### src/rtl/fir_pkg.sv
// Constants and FSM state encoding shared by the FIR coefficient loader and W4823_FIR.
package fir_pkg;

   localparam int FIR_NTAPS = 64;
   localparam int FIR_AW    = 6;
   localparam int FIR_CW    = 17;

   typedef enum logic [2:0] {
      ST_IDLE = 3'd0,
      ST_B0   = 3'd1,
      ST_B1   = 3'd2,
      ST_B2   = 3'd3,
      ST_WR   = 3'd4,
      ST_DONE = 3'd5
   } state_t;

endpackage

### src/rtl/fir_coef_loader_if.sv
// Byte-stream input and FIR coefficient write port of the loader; master is the byte source / FIR side.
interface fir_coef_loader_if import fir_pkg::*; #(
   parameter int AW = FIR_AW,
   parameter int CW = FIR_CW
);

   logic [7:0]    byte_in;
   logic          byte_valid;
   logic          byte_ready;
   logic [CW-1:0] cin;
   logic [AW-1:0] caddr;
   logic          cload;

   modport master (output byte_in, byte_valid, input byte_ready, cin, caddr, cload);
   modport slave  (input byte_in, byte_valid, output byte_ready, cin, caddr, cload);

endinterface

### src/rtl/fir_coef_asm.sv
// Purpose: merges three MSB-first bytes into a 17-bit coefficient and flags nonzero pad bits.
// Latency: coef_nxt is combinational on the final byte; upper bits registered as bytes 0/1 arrive.
// Backpressure: none; captures only when byte_take is high.
module fir_coef_asm import fir_pkg::*; (
   input  logic              clk1,
   input  logic              rst_n,
   input  logic [7:0]        byte_in,
   input  logic              byte_take,
   input  logic [1:0]        byte_idx,
   output logic [FIR_CW-1:0] coef_nxt,
   output logic              pad_err
);

   logic [FIR_CW-9:0] hi_q;

   always_ff @(posedge clk1 or negedge rst_n) begin
      if (!rst_n) begin
         hi_q <= '0;
      end else if (byte_take) begin
         case (byte_idx)
            2'd0:    hi_q[FIR_CW-9]   <= byte_in[0];
            2'd1:    hi_q[FIR_CW-10:0] <= byte_in;
            default: ;
         endcase
      end
   end

   // Final byte merges straight through so the loader can register cin on the same edge.
   assign coef_nxt = {hi_q, byte_in};
   assign pad_err  = (byte_idx == 2'd0) && (byte_in[7:1] != 7'd0);

endmodule

### src/rtl/fir_coef_loader.sv
// Purpose: programs the FIR coefficient RAM (cin/caddr/cload) from a byte-serial image.
// Latency: cload rises the cycle after each coefficient's third byte is accepted.
// Backpressure: byte_ready high only while collecting bytes; waits indefinitely on byte_valid.
module fir_coef_loader import fir_pkg::*; #(
   parameter int NTAPS = FIR_NTAPS,
   parameter int AW    = FIR_AW,
   parameter int CW    = FIR_CW
) (
   input  logic                    clk1,
   input  logic                    rst_n,
   input  logic                    start,
   input  logic                    abort,
   fir_coef_loader_if.slave        bus,
   output logic                    busy,
   output logic                    done,
   output logic                    err,
   output logic [7:0]              checksum
);

   state_t            state;
   logic [AW-1:0]     cnt;
   logic [1:0]        byte_idx;
   logic              xfer;
   logic              pad_err;
   logic [FIR_CW-1:0] coef_nxt;

   // Abort wins over a byte offered in the same cycle.
   assign xfer = bus.byte_valid && bus.byte_ready && !abort;

   always_comb begin
      byte_idx = 2'd0;
      case (state)
         ST_B1:   byte_idx = 2'd1;
         ST_B2:   byte_idx = 2'd2;
         default: byte_idx = 2'd0;
      endcase
   end

   fir_coef_asm u_asm (
      .clk1      (clk1),
      .rst_n     (rst_n),
      .byte_in   (bus.byte_in),
      .byte_take (xfer),
      .byte_idx  (byte_idx),
      .coef_nxt  (coef_nxt),
      .pad_err   (pad_err)
   );

   always_ff @(posedge clk1 or negedge rst_n) begin
      if (!rst_n) begin
         state          <= ST_IDLE;
         cnt            <= '0;
         bus.cin        <= '0;
         bus.caddr      <= '0;
         bus.cload      <= 1'b0;
         bus.byte_ready <= 1'b0;
         busy           <= 1'b0;
         done           <= 1'b0;
         err            <= 1'b0;
         checksum       <= 8'd0;
      end else begin
         bus.cload <= 1'b0;
         if (xfer) begin
            checksum <= checksum + bus.byte_in;
         end
         case (state)
            ST_IDLE, ST_DONE: begin
               if (start) begin
                  state          <= ST_B0;
                  cnt            <= '0;
                  checksum       <= 8'd0;
                  err            <= 1'b0;
                  done           <= 1'b0;
                  busy           <= 1'b1;
                  bus.byte_ready <= 1'b1;
               end
            end
            ST_B0, ST_B1, ST_B2: begin
               if (abort) begin
                  state          <= ST_IDLE;
                  busy           <= 1'b0;
                  done           <= 1'b0;
                  bus.byte_ready <= 1'b0;
               end else if (xfer) begin
                  if (state == ST_B0) begin
                     state <= ST_B1;
                     if (pad_err) begin
                        err <= 1'b1;
                     end
                  end else if (state == ST_B1) begin
                     state <= ST_B2;
                  end else begin
                     state          <= ST_WR;
                     bus.cin        <= CW'(coef_nxt);
                     bus.caddr      <= cnt;
                     bus.cload      <= 1'b1;
                     bus.byte_ready <= 1'b0;
                  end
               end
            end
            ST_WR: begin
               // The strobe for this write is already registered, so abort only stops what follows.
               if (abort) begin
                  state <= ST_IDLE;
                  busy  <= 1'b0;
                  done  <= 1'b0;
               end else if (cnt == AW'(NTAPS - 1)) begin
                  state <= ST_DONE;
                  busy  <= 1'b0;
                  done  <= 1'b1;
               end else begin
                  state          <= ST_B0;
                  cnt            <= cnt + AW'(1);
                  bus.byte_ready <= 1'b1;
               end
            end
            default: begin
               state          <= ST_IDLE;
               busy           <= 1'b0;
               done           <= 1'b0;
               bus.byte_ready <= 1'b0;
            end
         endcase
      end
   end

endmodule

### src/flat_wrapper.sv
// flat-port wrapper written by rule: the top's interface ports become plain ports
module fir_coef_loader_flat import fir_pkg::*;
#(
   parameter int NTAPS = FIR_NTAPS,
   parameter int AW    = FIR_AW,
   parameter int CW    = FIR_CW
)
  (clk1, rst_n, start, abort, busy, done, err, checksum, bus_byte_in, bus_byte_valid, bus_byte_ready, bus_cin, bus_caddr, bus_cload);
  fir_coef_loader_if #(.AW(AW), .CW(CW)) bus_i ();
  input  logic clk1;
  input  logic rst_n;
  input  logic start;
  input  logic abort;
  output logic busy;
  output logic done;
  output logic err;
  output logic [7:0] checksum;
  input wire logic [$bits(bus_i.byte_in)-1:0] bus_byte_in;
  input wire logic [$bits(bus_i.byte_valid)-1:0] bus_byte_valid;
  output wire logic [$bits(bus_i.byte_ready)-1:0] bus_byte_ready;
  output wire logic [$bits(bus_i.cin)-1:0] bus_cin;
  output wire logic [$bits(bus_i.caddr)-1:0] bus_caddr;
  output wire logic [$bits(bus_i.cload)-1:0] bus_cload;
  assign bus_i.byte_in = bus_byte_in;
  assign bus_i.byte_valid = bus_byte_valid;
  assign bus_byte_ready = bus_i.byte_ready;
  assign bus_cin = bus_i.cin;
  assign bus_caddr = bus_i.caddr;
  assign bus_cload = bus_i.cload;
  fir_coef_loader #(.NTAPS(NTAPS), .AW(AW), .CW(CW)) u_core (.clk1(clk1), .rst_n(rst_n), .start(start), .abort(abort), .bus(bus_i), .busy(busy), .done(done), .err(err), .checksum(checksum));
endmodule
### config.mk
export PLATFORM = sky130hd
export DESIGN_NAME = fir_coef_loader_flat
export DESIGN_NICKNAME = d
export VERILOG_FILES = /design/src/rtl/fir_pkg.sv /design/src/rtl/fir_coef_loader_if.sv /design/src/rtl/fir_coef_asm.sv /design/src/rtl/fir_coef_loader.sv /design/src/flat_wrapper.sv
export SDC_FILE = /design/constraint.sdc
export NUM_CORES = 1
export LEC_CHECK = 0
export ABC_AREA = 0
export CORE_ASPECT_RATIO = 1.1
export CORE_MARGIN = 5
export CORE_UTILIZATION = 49
export CTS_BUF_LIST = sky130_fd_sc_hd__clkbuf_8
export DETAILED_ROUTE_END_ITERATION = 10
export PLACE_DENSITY = 0.86
export SYNTH_ARGS = -nofsm -noshare
export SYNTH_HDL_FRONTEND = slang
export SYNTH_SLANG_ARGS = --single-unit
### constraint.sdc
create_clock -name clk1 -period 2.01 [get_ports clk1]
set_input_delay 0.402 -clock clk1 [delete_from_list [all_inputs] [get_ports clk1]]
set_output_delay 0.402 -clock clk1 [all_outputs]
set_load 0.005 [all_outputs]
==> results.yml, run 1 <==
outcome:
  status: "finished clean"
worst_hold_path:
  hold_class: "in -> async"
sta:
  fin_ws_ns: 0.03780
  setup_viol: 0
  period_share_pct: 98.12
  final_max_slew_viol_count: 0
  tightestPinTransition_ns: 0.6374
  maxSlewHeadroom_pct: 57.51
  max_clock_freq_mhz: 507.0
  clock-skew-final_ns: 0.01025
  hold_viol_final: 0
  final.min_clock_period_ns: 1.972
die:
  die_y_um: 86.40
  die_area_sq_mm: 0.006865
  initial_core_util_pct: 51.31
  die_x_um: 79.46
  pin_count: 49
  core_region_area_sq_mm: 0.005067
  core.rowCount: 27
placed_design:
  gp_congestion: 0.8512
  place_ws_ns: -0.3975
  port_buffers: 48
  dp.cells: 378
  detailed_place_hpwl_mm: 4.590
  place_area_sq_mm: 0.003403
synthesis:
  yosys-top-cells-area: "dfrtp_1 52%, nand2_1 7.4%, mux2_2 7.4%, ha_1 3.8%, a21oi_1 2.9%"
  synth_cells: 247
  synth_compound_area_share_pct: 11.07
  ys_ff_latch: 54
  post-synth-top-count-cell: "dfrtp_1"
  synth_top_cell_by_area: "dfrtp_1"
  yosysWarningCount: 0
  synth_ff_type: "dfrtp_1"
  synth-edff-count: 0
  yosys.area_share.xor_xnor_pct: 2.358
  yosysSeqAreaShare_pct: 51.97
  synth.top_cell.area_share_pct: 51.97
  netlist_top_cells_count: "54 x dfrtp_1, 51 x nand2_1, 17 x mux2_2"
  syn_area_sq_mm: 0.002600
  synthMuxAreaShare_pct: 10.35
  syn_area_per_cell_sq_um: 10.53
  synth_fa_ha_area_share_pct: 4.620
  synth_top_family_by_area: "simple AND/OR/NAND/NOR gates"
  synth.distinct_cells: 44
  syn_nets: 269
  async_flop_share_pct: 100.0
  synth-simple-area-share_pct: 17.61
power:
  power.switching_mw: 1.330
  p_comb_share_pct: 43.0
  powerDensity_mw_per_mm2: 1080
  switching_share_pct: 34.19
  vdd_ir_drop_max_mv: 0.5032
  pwr-share-seq_pct: 40.8
  leakagePower_nw: 1.733
  power.internal_mw: 2.560
  clock_power_share_pct: 16.2
detailed_routing:
  firstDrtPassIters: 4
  routed_wl_mm: 6.389
  ant_nets: 0
  remaining_drc_errors: 0
  vias: 2182
  viasPerCell: 5.624
  wire_per_inst_um: 16.47
  drt_iter0_drc: 122
cts:
  cts_buffers: 5
  cts_buffer_depth: 2
  clk_pin_slew_ns: 0.10
  insertion_delay_ns: 0.32
  cts_tree: "yes"
  htreeDepth: 2
  cts.sinks: 54
  root_buffer: "clkbuf_8"
setup_path:
  critPathLaunchType: "primary input"
  critical-path-slowest-cell: "clkdlybuf4s50_1"
  endpoint: "u_core.checksum[7]$_DFF_PN0_"
  arrival_ns: 2.18
  reg2reg_to: "u_core.cnt[3]$_DFFE_PN0P_"
  worstSetupStartpoint: "bus_byte_in[2]"
  crit_top_cell: "o211ai_1"
  path_delay_family: "compound AO/OA/AOI/OAI gates"
  reg2reg_slack_ns: 0.10
  criticalPathCategory: "in -> reg"
  rr_startpoint: "u_core.cnt[1]$_DFFE_PN0P_"
  cp_max_fo: 2
  endpoint_kind: "register"
  r2r.worst_path.cells: 6
  crit_chain: "clkdlybuf4s50_1 > ha_4 > o211ai_1 > o211ai_1 > and3_4 > o311ai_4 > o41ai_2"
  crit_buf_inv: 1
  cp.required_ns: 2.21
  cp.depth: 7
  max_stage_delay_ns: 0.53
global_route:
  antenna_found_initial: 0
  grt_max_degree: 31
  grt_pass1_vias: 2226
  overflow: 0
  track_usage_pct: 18.81
  grt_pass1_wl_mm: 10.33
run:
  maxCapViolCount: 0
cells_and_area:
  antenna_cells: 0
  postLayoutCellArea_sq_mm: 0.003603
  final_layout_size_suffix_gt1_share_pct: 23.94
  final_cells: 388
  area_delta_synth_final_pct: 38.59
  fin_nets: 351
## stage by stage
stage	utilization [%]	hold WS [ns]	setup TNS [ns]	power, mW
floorplan	-	0.1064	0	2.279
global placement	67.16	0.4414	-1.122	3.041
detailed placement	67.16	0.4501	-1.437	3.107
CTS	69.11	0.1134	-0.07986	3.749
global route	71.11	0.1324	-0.001416	4.160
finish	71.11	0.09641	0	3.891
## layout make-up
class / instances / area [sq um]
multi-input combinational: 180 / 1281
clock buffer: 5 / 68.82
tap: 58 / 72.57
fill: 359 / 1464
clock inverter: 3 / 26.28
sequential: 54 / 1351
timing repair buffer: 84 / 788.3
inverter: 4 / 15.01
## cells by family (layout without fill, tap and decap cells)
| group | after synthesis | in the layout |
|---|---|---|
| AO/OA/AOI/OAI | 45 | 45 |
| flip-flops | 54 | 54 |
| multiplexers | 24 | 24 |
| buffers and inverters | 13 | 96 |
| adder cells (fa/ha/maj) | 9 | 9 |
| AND/OR/NAND/NOR | 95 | 95 |
| XOR/XNOR | 7 | 7 |
## placed cells by master (no fill, tap or decap), types with 2 or more instances in the layout
master           synthesis  routed
clkdlybuf4s50_1          0      45
nor2_1                  11      11
mux2_1                   6       6
buf_4                    0      33
nand2_1                 51      51
ha_1                     8       3
dlymetal6s2s_1           0       2
buf_12                   0       3
dfrtp_1                 54      54
a21o_1                   3       3
nor3_1                   4       4
nand3_1                  4       4
a21oi_2                  0       2
mux2_2                  17      17
a211oi_1                 4       3
ha_4                     0       3
o21ai_1                  0       2
xnor2_1                  5       5
inv_1                    4       4
nor4_1                   2       2
a21oi_1                 15      13
o21ai_0                  9       7
o21bai_1                 2       2
clkinv_4                 0       3
xor2_1                   2       2
ha_2                     0       2
nor2b_1                  4       4
clkbuf_8                 0       5
or3_1                    2       2
o211ai_1                 3       3
nor4b_1                  2       2
and3_1                   6       5
## flip-flops by register name, indices dropped and copies added, names as in the netlist
name,flops
u_core.state,3
u_core.bus.caddr,6
u_core.busy,1
u_core.bus.byte_ready,1
u_core.checksum,8
u_core.err,1
u_core.bus.cload,1
u_core.cnt,6
u_core.done,1
u_core.u_asm.hi_q,9
u_core.bus.cin,17
## layer usage
| layer | global-route usage, % | part of all wire, % |
|---|---|---|
| met1 | 23.74 | 42 |
| met2 | 32.57 | 52 |
| met3 | 3.950 | 3.9 |
| met4 | 5.156 | 2.0 |
| met5 | 0 | 0 |
## power groups by stage
stage / logic (mW) / clock network [mW] / registers, mW
after CTS: 1.55 / 0.641 / 1.56
after floorplan: 0.753 / 0 / 1.53
final: 1.67 / 0.631 / 1.59
after global routing: 1.84 / 0.691 / 1.63
after global placement: 1.47 / 0 / 1.57
after detailed placement: 1.52 / 0 / 1.58
## timing repair
item                       in CTS  in global routing
buffers inserted                0                  2
pin swaps                       0                  8
setup endpoints to repair       3                  4
hold buffers                    0                  0
resized for setup               1                 15
## worst min-delay path by stage
stage | to | slack [ns] | cells after the start
5_1_grt | u_core.bus.cin[0]$_DFFE_PN0P_ | 0.13 | 1
3_5_place_dp | u_core.bus.cin[7]$_DFFE_PN0P_ | 0.45 | 1
2_1_floorplan | u_core.bus.byte_ready$_DFFE_PN0P_ | 0.11 | 0
6_report | u_core.checksum[7]$_DFF_PN0_ | 0.1 | 1
3_3_place_gp | u_core.bus.cin[15]$_DFFE_PN0P_ | 0.44 | 2
4_1_cts | u_core.bus.cin[0]$_DFFE_PN0P_ | 0.11 | 1
(Power assumes the default switching activity.)
==> inputs of run 2 (changes only) <==
--- a/config.mk
+++ b/config.mk
@@ -6,9 +6,11 @@
 export NUM_CORES = 1
 export LEC_CHECK = 0
 export ABC_AREA = 0
+export CELL_PAD_IN_SITES_DETAIL_PLACEMENT = 1
+export CELL_PAD_IN_SITES_GLOBAL_PLACEMENT = 1
 export CORE_ASPECT_RATIO = 1.1
 export CORE_MARGIN = 5
-export CORE_UTILIZATION = 49
+export CORE_UTILIZATION = 38
 export CTS_BUF_LIST = sky130_fd_sc_hd__clkbuf_8
 export DETAILED_ROUTE_END_ITERATION = 10
 export PLACE_DENSITY = 0.86
==> run 2 against run 1 <==
- the flow now finishes with violations (setup timing)
- core utilization shrank 16 points
- sequential share of layout area shrank 0.61 points
- maximum frequency shrank 4.9%
- count of clock-buffer cells in the layout is the same
- critical endpoint unchanged
- largest cell class unchanged
==> results.yml, run 2 (synthesis gave the netlist of run 1 again) <==
global_route:
  track_usage_pct: 19.17
  grt_max_degree: 55
  grt_pass1_vias: 2522
  antenna_found_initial: 0
  grt_pass1_wl_mm: 12.91
  overflow: 0
setup_path:
  critical-path-slowest-cell: "clkdlybuf4s50_1"
  cp_max_fo: 2
  cp.required_ns: 2.21
  max_stage_delay_ns: 0.47
  crit_top_cell: "o211ai_1"
  criticalPathCategory: "in -> reg"
  critPathLaunchType: "primary input"
  crit_chain: "clkdlybuf4s50_1 > ha_1 > o211ai_1 > o211ai_1 > and3_4 > o311ai_4 > o41ai_2"
  crit_buf_inv: 1
  path_delay_family: "compound AO/OA/AOI/OAI gates"
  arrival_ns: 2.28
  endpoint_kind: "register"
placed_design:
  place_area_sq_mm: 0.003456
  port_buffers: 48
  detailed_place_hpwl_mm: 5.384
  place_ws_ns: -0.4790
  dp.cells: 405
  gp_congestion: 0.8316
cells_and_area:
  postLayoutCellArea_sq_mm: 0.003664
  largest_reg_flops: 17
  area_delta_synth_final_pct: 40.90
  mostFrequentLayoutCells: "54 x dfrtp_1, 51 x nand2_1, 44 x clkdlybuf4s50_1, 35 x buf_4, 17 x mux2_2"
  antenna_cells: 0
  fin_nets: 353
  final_layout_size_suffix_gt1_share_pct: 25.60
  utilization_pct: 55.23
  largestRegisters: "u_core.bus.cin x17, u_core.u_asm.hi_q x9, u_core.checksum x8"
  layout_commonest_cell: "dfrtp_1"
  final_cells: 414
  nFillCells: 721
  largest-register: "u_core.bus.cin"
cts:
  insertion_delay_ns: 0.32
  root_buffer: "clkbuf_8"
  cts_hold_buf: 0
  cts_buffer_depth: 2
  cts.sinks: 54
  cts_tree: "yes"
  htreeDepth: 2
  clk_pin_slew_ns: 0.11
  cts_buffers: 5
detailed_routing:
  drt_iter0_drc: 121
  routed_wl_mm: 8.608
  vias: 2287
  remaining_drc_errors: 0
  viasPerCell: 5.524
  firstDrtPassIters: 4
  ant_nets: 0
  wire_per_inst_um: 20.79
sta:
  final_max_slew_viol_count: 0
  hold_slack_ns: 0.05027
  max_clock_freq_mhz: 482.1
  final.min_clock_period_ns: 2.074
  tightestPinTransition_ns: 0.4396
  fin_ws_ns: -0.06416
  setup_viol: 1
  rsz0062_at_grt: "yes"
  hold_viol_final: 0
  period_share_pct: 103.2
  finalSetupTns_ns: -0.06416
  clock-skew-final_ns: 0.007480
  maxSlewHeadroom_pct: 70.69
power:
  vdd_ir_drop_max_mv: 0.5210
  powerDensity_mw_per_mm2: 1112
  leakagePower_nw: 1.748
  p_total_mw: 4.075
die:
  die_x_um: 88.87
  core.rowCount: 31
  die_y_um: 96.76
  die_area_sq_mm: 0.008598
  pin_count: 49
  initial_core_util_pct: 39.20
  core_region_area_sq_mm: 0.006633
worst_hold_path:
  hold_class: "in -> async"
run:
  maxCapViolCount: 0
outcome:
  violations: "setup timing"
  status: "complete, but fails checks"
## run 2: area by class of cell
| class | instances | area [sq um] | share of cell area, % |
|---|---|---|---|
| Sequential cell | 54 | 1351 | 36.89 |
| Timing Repair Buffer | 86 | 802.0 | 21.89 |
| Clock buffer | 5 | 68.82 | 1.878 |
| Multi-Input combinational cell | 180 | 1299 | 35.45 |
| Tap cell | 82 | 102.6 | 2.801 |
| Clock inverter | 3 | 25.02 | 0.6831 |
| Inverter | 4 | 15.01 | 0.4098 |
## run 2: per-layer routing
metal / GRT usage (%) / wire length (um) / up-vias
met5: 0 / 0 / -
met4: 6.512 / 199 / 0
met3: 3.483 / 424 / 18
met2: 32.86 / 4564 / 77
met1: 23.70 / 3419 / 1155
li1: - / - / 1037
## run 2: worst paths after layout
path	start	endpoint	slack (ns)	cells after the start
worst max-delay path	bus_byte_in[3]	u_core.checksum[7]$_DFF_PN0_	-0.06	7
worst min-delay path	rst_n	u_core.checksum[4]$_DFF_PN0_	0.05	2
min in group clk1	u_core.u_asm.hi_q[2]$_DFFE_PN0P_	u_core.bus.cin[10]$_DFFE_PN0P_	0.48	2
max in group asynchronous	rst_n	u_core.checksum[1]$_DFF_PN0_	1.71	2
worst max register to register	u_core.checksum[2]$_DFF_PN0_	u_core.checksum[7]$_DFF_PN0_	-0.04	6
worst min register to register	u_core.u_asm.hi_q[2]$_DFFE_PN0P_	u_core.bus.cin[10]$_DFFE_PN0P_	0.48	2
## run 2: report_power, final
part           internal (mW)  total, mW  switching (mW)
Clock                  0.253      0.670           0.417
Combinational          0.973       1.81           0.834
Sequential              1.34       1.60           0.259
Total                   2.57       4.07            1.51
## run 2: repair_timing
item | in CTS | in global routing
gates resized for setup | 6 | 16
hold endpoints to repair | 0 | 0
endpoints found under the setup margin | 3 | 7
pin swaps | 3 | 6
buffers inserted | 0 | 1
==> inputs of run 3 (changes only) <==
--- a/config.mk
+++ b/config.mk
@@ -6,6 +6,7 @@
 export NUM_CORES = 1
 export LEC_CHECK = 0
 export ABC_AREA = 0
+export ABC_CLOCK_PERIOD_IN_PS = 2009
 export CELL_PAD_IN_SITES_DETAIL_PLACEMENT = 1
 export CELL_PAD_IN_SITES_GLOBAL_PLACEMENT = 1
 export CORE_ASPECT_RATIO = 1.1
==> results of run 3 <==
Same layout as run 2: the final DEF is identical, and so are final timing and power.
